### src/rtl/dst40_pkg.sv
// rtl/dst40_pkg.sv - DST40 constants, FSM states and key/challenge step helpers
package dst40_pkg;

    localparam int DST40_W = 40;

    // Forward key feedback taps and forward challenge feedback taps.
    localparam int KEY_TAPS [4] = '{0, 2, 19, 21};
    localparam int CHAL_TAPS [2] = '{0, 2};

    // Round-function truth tables: five 4-input first-level cells, one 5-input combiner.
    localparam logic [15:0] F1_TAB [5] = '{16'h3A35, 16'hAC35, 16'hB874, 16'h1D17, 16'h4E72};
    localparam logic [31:0] FG_TAB = 32'h1F36_C59A;

    typedef enum logic [1:0] {
        S_IDLE,
        S_FFWD,
        S_ROUND,
        S_DONE
    } state_t;

    // One forward key-schedule step: shift right, feedback enters at the top.
    function automatic logic [DST40_W-1:0] key_fwd(input logic [DST40_W-1:0] k);
        return {k[KEY_TAPS[0]] ^ k[KEY_TAPS[1]] ^ k[KEY_TAPS[2]] ^ k[KEY_TAPS[3]],
                k[DST40_W-1:1]};
    endfunction

    // Undo one key step: taps sit one position lower after the forward shift.
    function automatic logic [DST40_W-1:0] key_bwd(input logic [DST40_W-1:0] k);
        return {k[DST40_W-2:0],
                k[DST40_W-1] ^ k[KEY_TAPS[1]-1] ^ k[KEY_TAPS[2]-1] ^ k[KEY_TAPS[3]-1]};
    endfunction

    // Undo one Feistel round given f evaluated on the shifted-down state.
    function automatic logic [DST40_W-1:0] chal_bwd(input logic [DST40_W-1:0] c, input logic f);
        return {c[DST40_W-2:0], c[DST40_W-1] ^ c[CHAL_TAPS[1]-1] ^ f};
    endfunction

endpackage

### src/rtl/dst40_f.sv
// rtl/dst40_f.sv - combinational DST40 round function (Fa..Fe cells into Fg)
module dst40_f
    import dst40_pkg::*;
(
    input  logic [DST40_W-2:0] c,
    input  logic [DST40_W-1:0] k,
    output logic               f
);

    logic [DST40_W-1:0] mix;
    logic [9:0]         lvl1;

    // Mix state with key, feed ten nibbles through the first-level cells, combine in two Fg cells.
    always_comb begin
        mix = {k[DST40_W-1], c ^ k[DST40_W-2:0]};
        for (int i = 0; i < 10; i++) begin
            lvl1[i] = F1_TAB[i % 5][mix[4*i +: 4]];
        end
        f = FG_TAB[lvl1[4:0]] ^ FG_TAB[lvl1[9:5]];
    end

endmodule

### src/rtl/dst40_decrypt.sv
// rtl/dst40_decrypt.sv - iterative inverse DST40, one inverse round per clock
module dst40_decrypt
    import dst40_pkg::*;
#(
    parameter int ROUNDS     = 200,
    parameter int KEY_PERIOD = 3
) (
    input  logic               clk,
    input  logic               rst,
    input  logic               in_valid,
    output logic               in_ready,
    input  logic [DST40_W-1:0] in_state,
    input  logic [DST40_W-1:0] in_key,
    output logic               out_valid,
    input  logic               out_ready,
    output logic [DST40_W-1:0] out_chal,
    output logic               busy
);

    localparam int NSTEP    = (ROUNDS - 1) / KEY_PERIOD;
    localparam int NSTEP_M1 = (NSTEP > 0) ? NSTEP - 1 : 0;
    localparam int RW       = (ROUNDS > 1) ? $clog2(ROUNDS) : 1;
    localparam int CW       = (NSTEP > 1) ? $clog2(NSTEP) : 1;
    localparam int PW       = (KEY_PERIOD > 1) ? $clog2(KEY_PERIOD) : 1;

    localparam logic [RW-1:0] R_LAST    = RW'(ROUNDS - 1);
    localparam logic [CW-1:0] CNT_LAST  = CW'(NSTEP_M1);
    localparam logic [PW-1:0] PH_RELOAD = PW'(KEY_PERIOD - 1);
    localparam logic [PW-1:0] PH_START  = PW'((ROUNDS - 1) % KEY_PERIOD);

    state_t             state, state_n;
    logic [DST40_W-1:0] c, k;
    logic [RW-1:0]      r;
    logic [CW-1:0]      cnt;
    logic [PW-1:0]      ph;
    logic               f_bit;

    dst40_f u_f (
        .c (c[DST40_W-2:0]),
        .k (k),
        .f (f_bit)
    );

    assign out_chal = c;

    // State register.
    always_ff @(posedge clk) begin
        if (rst) state <= S_IDLE;
        else     state <= state_n;
    end

    // Next-state and handshake outputs.
    always_comb begin
        state_n   = state;
        in_ready  = 1'b0;
        out_valid = 1'b0;
        busy      = 1'b0;
        case (state)
            S_IDLE: begin
                in_ready = 1'b1;
                if (in_valid) state_n = (NSTEP == 0) ? S_ROUND : S_FFWD;
            end
            S_FFWD: begin
                busy = 1'b1;
                if (cnt == CNT_LAST) state_n = S_ROUND;
            end
            S_ROUND: begin
                busy = 1'b1;
                if (r == '0) state_n = S_DONE;
            end
            S_DONE: begin
                out_valid = 1'b1;
                if (out_ready) state_n = S_IDLE;
            end
            default: state_n = S_IDLE;
        endcase
    end

    // Datapath: load job, fast-forward key to its last schedule step, then unwind rounds.
    // ph tracks r % KEY_PERIOD so the key steps back right after the first round of each period.
    always_ff @(posedge clk) begin
        if (rst) begin
            c   <= '0;
            k   <= '0;
            r   <= '0;
            cnt <= '0;
            ph  <= '0;
        end else begin
            case (state)
                S_IDLE: begin
                    if (in_valid) begin
                        c   <= in_state;
                        k   <= in_key;
                        cnt <= '0;
                        r   <= R_LAST;
                        ph  <= PH_START;
                    end
                end
                S_FFWD: begin
                    k   <= key_fwd(k);
                    cnt <= cnt + 1'b1;
                end
                S_ROUND: begin
                    c <= chal_bwd(c, f_bit);
                    if (ph == '0) begin
                        ph <= PH_RELOAD;
                        if (r != '0) k <= key_bwd(k);
                    end else begin
                        ph <= ph - 1'b1;
                    end
                    if (r != '0) r <= r - 1'b1;
                end
                default: ;
            endcase
        end
    end

endmodule
### config.mk
export PLATFORM = sky130hd
export DESIGN_NAME = dst40_decrypt
export DESIGN_NICKNAME = d
export VERILOG_FILES = /design/src/rtl/dst40_pkg.sv /design/src/rtl/dst40_f.sv /design/src/rtl/dst40_decrypt.sv
export SDC_FILE = /design/constraint.sdc
export NUM_CORES = 1
export LEC_CHECK = 0
export CAP_MARGIN = 20
export CORE_MARGIN = 2
export CORE_UTILIZATION = 50
export DETAILED_ROUTE_END_ITERATION = 7
export GPL_TIMING_DRIVEN = 0
export PLACE_DENSITY = 0.76
export SLEW_MARGIN = 40
export SYNTH_ARGS = -nofsm -noshare
export SYNTH_HDL_FRONTEND = slang
export SYNTH_SLANG_ARGS = --single-unit
### constraint.sdc
create_clock -name clk -period 4.7 [get_ports clk]
set_input_delay 0.705 -clock clk [delete_from_list [all_inputs] [get_ports clk]]
set_output_delay 0.705 -clock clk [all_outputs]
set_load 0.01 [all_outputs]
==> results of run 1 <==
[metrics by stage]
stage / cells / worst slack, ps / hold slack (ps) / total power, mW / utilization, %
2_1_floorplan: 676 / 2290 / 432 / 4.24 / -
3_3_place_gp: 942 / 1730 / 441 / 5.13 / 64.8
3_5_place_dp: 942 / 1700 / 456 / 5.28 / 64.8
4_1_cts: 956 / 1870 / 464 / 6.12 / 67.7
5_1_grt: 956 / 1640 / 472 / 6.58 / 67.7
6_report: 956 / 1860 / 473 / 6.15 / 67.7
[flip-flops by register name (all words and copies together), names as in the netlist]
signal    cells
k            40
out_chal     40
r             8
cnt           7
ph            2
state         2
[logic make-up after synthesis]
group | Yosys count
AO/OA/AOI/OAI | 203
adder cells (fa/ha/maj) | 12
flip-flops | 99
multiplexers | 54
buffers and inverters | 63
AND/OR/NAND/NOR | 182
XOR/XNOR | 63
[final cells by class]
cell class                 count  share of cell area, %
inverter                      12                  0.608
timing repair buffer         126                   17.0
clock inverter                 2                  0.811
clock buffer                  12                   3.46
buffer                        51                   2.97
tap                          140                   2.37
sequential                    99                   26.8
multi-input combinational    514                   46.0
[metal layers]
metal  share of wire [%]  up-vias  routed length, µm
li1                    -     2697                  -
met1                  43     2688               6980
met2                  49      201               7910
met3                 6.2       20                994
met4                 1.5        0                242
met5                   0        -                  0
[tightest hold or removal path, delay by kind of cell, from the launching register on]
kind	cells	cell delay [ps]
flops	1	310
compound gates	1	60
simple gates	1	60
[cell usage after synthesis (2+ instances only)]
cell	instances	area share, %
mux2_4	2	0.53
nor2_1	138	9.2
xor2_1	26	4.0
o21ai_2	3	0.46
o21ai_1	3	0.27
nand4_1	3	0.33
nand2_1	17	1.1
or3_1	6	0.66
buf_6	2	0.40
a21o_1	2	0.27
inv_1	11	0.73
mux2_2	3	0.60
a21oi_1	56	5.0
nor3_1	4	0.35
o22ai_1	2	0.22
a22oi_1	41	5.4
a211oi_1	80	11
xnor2_1	37	5.7
nand3_1	3	0.27
nand2b_1	2	0.22
dfxtp_1	99	35
o21ai_0	4	0.35
a221oi_1	3	0.46
ha_1	11	2.4
mux2i_1	48	8.5
clkbuf_1	46	3.1
[worst paths after layout]
check	start	to	slack, ps
hold / removal	ph[0]	ph[0]	470
setup / recovery	state[0]	r[7]	1860
setup reg to reg	state[0]	r[7]	1860
hold reg to reg	ph[0]	ph[0]	470
[power breakdown]
group          switching [mW]  internal [mW]  leakage, nW
Clock                   0.307          0.490        0.155
Sequential              0.469           1.20        0.818
Combinational            2.03           1.66         1.70
Total                    2.80           3.35         2.67
==> results.md, run 1 <==
* DRT iter0 DRCs at 401
* Critical Path Source Type: flip-flop
* Hold-fix buffers at CTS at 0
* Number of stages on the worst hold path at 2
* Die ar. at 12200 µm²
* Clk_skew at 3.95 ps
* Vias at 5606
* Final Hold Fails at 0
* Main combinational cell family by area after synthesis: compound AO/OA/AOI/OAI gates
* R2r worst-path depth at 9
* Worst skew pair latency at 350 ps
* IO Count at 127
* Critical path's slowest cell: o21ai_2
* Commonest non-fill, non-tap cell in the layout: nor2_1
* Worst vdd ir at 0.000379 V
* Crit-path cells: inv_1, ha_1, clkbuf_1, o21ai_2, o21ai_1, or4_1, or3_1, xor2_1, a21oi_1
* Area post-placement at 7090 µm²
* Post-synth EDFFs at 0
* Synth Instances at 676
* Routability cong. at 0.828
* Final setup viols at 0
* Max Root-Sink Buffers at 2
* Overall global routing resource usage at 26.9%
* WS Path Type: flip-flop to flip-flop
* Worst relative slew slack at 50.5%
* Outcome: complete, no violations
* Max-slew violations at 0
* Residual DRC at 0
* Row count at 38
* Fin crit period at 2840 ps
* Antenna violations before repair at 0
* Die W at 110 µm
* PortBufs at 126
* PwrDens at 831 nW/µm²
* Top FF cell, synth: dfxtp_1
* Initial Util at 51.7%
* Die Ht at 110 µm
* Global-route wire length before repair at 25800 µm
* Part of the Yosys area used for sequential elements at 35.1%
* Post-Route WL at 16100 µm
* Gr busiest metal: met2
* Leak at 2.67 nW
* CP required at 4970 ps
* Synth cell types at 50
* Worst path depth at 9
* Synth Area in Compound Gates at 24.7%
* Netlist Area Pre-Place at 5650 µm²
* Yosys Warn Count at 0
* Most frequent cells in the layout: nor2_1 (138), clkdlybuf4s50_1 (126), dfxtp_1 (99)
* Nets at 908
* Setup TNS at 0 ps
* Simple logic cell fraction of the synthesized area at 13.3%
* Initial DRT Pass Iterations at 5
* Syn_nets at 771
* Met3 usage at 5.94%
* Filler cells at 911
* CP delay by family, top: compound AO/OA/AOI/OAI gates
* Adder-cell share of the synthesized area at 2.63%
* DP HPWL at 11800 µm
* Worst Setup End Kind: flip-flop
* Slew @ Worst Pin at 743 ps
* Final critical-path share of the clock period at 60.5%
* Post-CTS Resized at 0
* Clk sink count at 99
* Syn avg cell area at 8.36 µm²
* Met2 Use GR at 45.6%
* Clock buffer count from CTS at 9
* Crit path max fanout at 10
* Area delta synth->final at 31.0%
* Sequential cell area at 1980 µm²
* N_diodes at 0
* Drt wl/cell at 16.9 µm
* GRT overflow at 0
* CP Buf/Inv Count at 2
* Multiplexer share of the synthesized area at 9.83%
* Antenna violation net count after detailed routing at 0
* Met1 usage at 34.4%
* CTS root buffer: clkbuf_16
* Design area at 7400 µm²
* Asr flop ratio synth at 0%
* Crit path DAT at 3110 ps
* Max Fclk at 352 MHz
* Setup repair after global routing missed its margin: no
* Hold crit path type: flip-flop to flip-flop
* Clk slew on worst S/H paths at 60 ps
* Pin count of the biggest net entering global routing at 15
* H-tree levels at 3
* CTS tree: yes
* CP max stage delay at 520 ps
* Vias per Instance at 5.86
* Vias in the first global route at 5410
* Max Cap Violations at 0
* Multi-input logic area at 3400 µm²
* Post-CTS repair timing setup buffer count at 0
* Share of cells above drive strength 1 at 3.55%
* Post-synthesis xor/xnor area fraction at 9.76%
* Post-synthesis register bit count at 99
* Core area at 10900 µm²
No activity file was read; power rests on OpenSTA's default activity.
==> run 2, diff against run 1 <==
--- a/config.mk
+++ b/config.mk
@@ -7,10 +7,10 @@
 export LEC_CHECK = 0
 export CAP_MARGIN = 20
 export CORE_MARGIN = 2
-export CORE_UTILIZATION = 50
+export CORE_UTILIZATION = 46
 export DETAILED_ROUTE_END_ITERATION = 7
 export GPL_TIMING_DRIVEN = 0
-export PLACE_DENSITY = 0.76
+export PLACE_DENSITY = 0.74
 export SLEW_MARGIN = 40
 export SYNTH_ARGS = -nofsm -noshare
 export SYNTH_HDL_FRONTEND = slang
==> constraint.sdc (replaced) <==
create_clock -name clk -period 2.35 [get_ports clk]
set_input_delay 0.3525 -clock clk [delete_from_list [all_inputs] [get_ports clk]]
set_output_delay 0.3525 -clock clk [all_outputs]
set_load 0.01 [all_outputs]
==> results.md, run 2 (synthesized netlist as in run 1, its figures left out) <==
* Outcome: complete, no violations (unchanged)
* Min-delay src: ph[1] (was ph[0])
* Sequential cell area at 2000 µm² (was 1980 µm²)
* Residual DRC at 0 (unchanged)
* CP delay by family, top: compound AO/OA/AOI/OAI gates (unchanged)
* Clock buffer count from CTS at 9 (unchanged)
* Placed cell count at 949 (was 942)
* Critical Path Source Type: flip-flop (unchanged)
* GRT overflow at 0 (unchanged)
* WHS Endpoint: ph[1] (was ph[0])
* Slew @ Worst Pin at 755 ps (was 743 ps)
* Multi-input logic area at 3470 µm² (was 3400 µm²)
* Worst relative slew slack at 49.7% (was 50.5%)
* RR Endpoint: out_chal[0] (was r[7])
* CP max stage delay at 380 ps (was 520 ps)
* Filler cells at 1063 (was 911)
* Antenna violation net count after detailed routing at 0 (unchanged)
* Die Ht at 115 µm (was 110 µm)
* Commonest non-fill, non-tap cell in the layout: nor2_1 (unchanged)
* Final critical-path share of the clock period at 97.7% (was 60.5%)
* Die ar. at 13200 µm² (was 12200 µm²)
* Initial DRT Pass Iterations at 6 (was 5)
* Worst skew pair latency at 350 ps (about the same)
* Vias per Instance at 5.76 (was 5.86)
* Crit-path cells: xor2_2, mux2_4, mux2_4, a211o_1, a21o_1, o211ai_2, xnor2_2, xnor2_1, a311oi_1 (was inv_1, ha_1, clkbuf_1, o21ai_2, o21ai_1, or4_1, or3_1, xor2_1, a21oi_1)
* Design area at 7490 µm² (was 7400 µm²)
* Vias at 5575 (was 5606)
* Overall global routing resource usage at 24.6% (was 26.9%)
* Core area at 12000 µm² (was 10900 µm²)
* Critical path's slowest cell: dfxtp_4 (was o21ai_2)
* Hold-fix buffers at CTS at 0 (unchanged)
* Nets at 912 (was 908)
* Most frequent CP cell: mux2_4
* R2r setup slk at 50 ps (was 1860 ps)
* CP required at 2610 ps (was 4970 ps)
* Hold crit path type: flip-flop to flip-flop (unchanged)
* Share of cells above drive strength 1 at 7.19% (was 3.55%)
* Post-Route WL at 16100 µm (about the same)
* Max Fclk at 435 MHz (was 352 MHz)
* Final Total Pwr at 12.4 mW (was 6.15 mW)
* Row count at 40 (was 38)
* IO Count at 127 (unchanged)
* Global-route wire length before repair at 26200 µm (was 25800 µm)
* Worst vdd ir at 0.000647 V (was 0.000379 V)
* Leak at 2.74 nW (was 2.67 nW)
* Antenna violations before repair at 0 (unchanged)
* Crit path max fanout at 3 (was 10)
* H-tree levels at 3 (unchanged)
* Max Root-Sink Buffers at 2 (unchanged)
* Final Hold Fails at 0 (unchanged)
* Number of stages on the worst hold path at 2 (unchanged)
* Area delta synth->final at 32.6% (was 31.0%)
* CP Buf/Inv Count at 0 (was 2)
* Max Cap Violations at 0 (unchanged)
* Routability cong. at 0.821 (was 0.828)
* PortBufs at 126 (unchanged)
* Pre-CTS setup slack at -283 ps (was 1700 ps)
* Initial Util at 47.1% (was 51.7%)
* Final setup margin at 53.5 ps (was 1860 ps)
* Worst hold slack at 492 ps (was 473 ps)
* DP HPWL at 11800 µm (about the same)
* Crit path DAT at 2560 ps (was 3110 ps)
* Drt wl/cell at 16.6 µm (was 16.9 µm)
* Clk_skew at 11.0 ps (was 3.95 ps)
* Setup repair after global routing missed its margin: yes (was no)
* R2R Path Start: k[4] (was state[0])
* Die W at 115 µm (was 110 µm)
* Worst Setup End Kind: flip-flop (unchanged)
* DRT iter0 DRCs at 407 (was 401)
* CTS root buffer: clkbuf_16 (unchanged)
* Pin count of the biggest net entering global routing at 15 (unchanged)
* Clk slew on worst S/H paths at 60 ps (about the same)
* Vias in the first global route at 5455 (was 5410)
* Final setup viols at 0 (unchanged)
* Crit. Startpoint: k[4] (was state[0])
* Max-slew violations at 0 (unchanged)
* Clk sink count at 99 (unchanged)
* PwrDens at 1650 nW/µm² (was 831 nW/µm²)
* Final cell count without fillers at 968 (was 956)
* Fin crit period at 2300 ps (was 2840 ps)
* Most frequent cells in the layout: nor2_1 (138), clkdlybuf4s50_1 (126), dfxtp_1 (93) (was nor2_1 (138), clkdlybuf4s50_1 (126), dfxtp_1 (99))
* N_diodes at 0 (unchanged)
* CTS tree: yes (unchanged)
* WS Path Type: flip-flop to flip-flop (unchanged)
* R2r worst-path depth at 9 (unchanged)
* Area post-placement at 7110 µm² (was 7090 µm²)
==> run 2: changes by cell type in the layout (fill, tap and decap cells not counted), sizes merged <==
cell	previous run	this run
buf	3	11
clkbuf	58	55
bufinv	2	0
clkinv	0	1
clkinvlp	0	1
==> run 2: repair_timing <==
action | 4_1_cts | 5_1_grt
resized for setup | 15 | 30
buffers inserted | 2 | 3
endpoints found under the setup margin | 43 | 42
pin swaps | 3 | 8
==> run 2: per-stage QoR <==
step | TNS [ps] | util, %
floorplan | 0 | -
global placement | -7850 | 59.2
detailed placement | -9300 | 59.2
CTS | 0 | 61.8
global route | -62.1 | 62.4
finish | 0 | 62.4
==> run 2: area by class of cell <==
| cell class | instances | area share (%) |
|---|---|---|
| multi-input combinational | 514 | 46.3 |
| clock buffer | 13 | 3.34 |
| buffer | 50 | 3.17 |
| clock inverter | 2 | 0.167 |
| inverter | 12 | 0.601 |
| tap | 147 | 2.45 |
| sequential | 99 | 26.6 |
| timing repair buffer | 131 | 17.3 |
==> run 2: power breakdown <==
part | internal [mW] | switching (mW) | total [mW] | leakage [nW]
clock network | 0.741 | 0.625 | 1.37 | 0.126
registers | 2.41 | 0.948 | 3.36 | 0.820
logic | 3.57 | 4.10 | 7.67 | 1.79
total | 6.72 | 5.67 | 12.4 | 2.74
==> run 2: how the worst max path moves through the flow <==
stage | endpoint | slack (ps) | cells past startpoint
floorplan | out_chal[0] | 40 | 9
global placement | k[32] | -220 | 9
global route | out_chal[0] | -60 | 9
CTS | out_chal[0] | 8 | 9
detailed placement | k[18] | -280 | 9
finish | out_chal[0] | 50 | 9
==> run 2: worst register-to-register path: cells and delay by family (launching register included) <==
family,cells,cell delay [ps]
mux,2,590
compound gates,4,810
xor+xnor,3,430
flops,1,380
==> run 2: layer usage <==
layer  GRT usage (%)  wire length (µm)  up-vias
met1            30.9              6820     2660
met2            41.2              7880      187
met3            7.22              1150       26
li1                -                 -     2702
met5               0                 0        -
met4            6.67               255        0
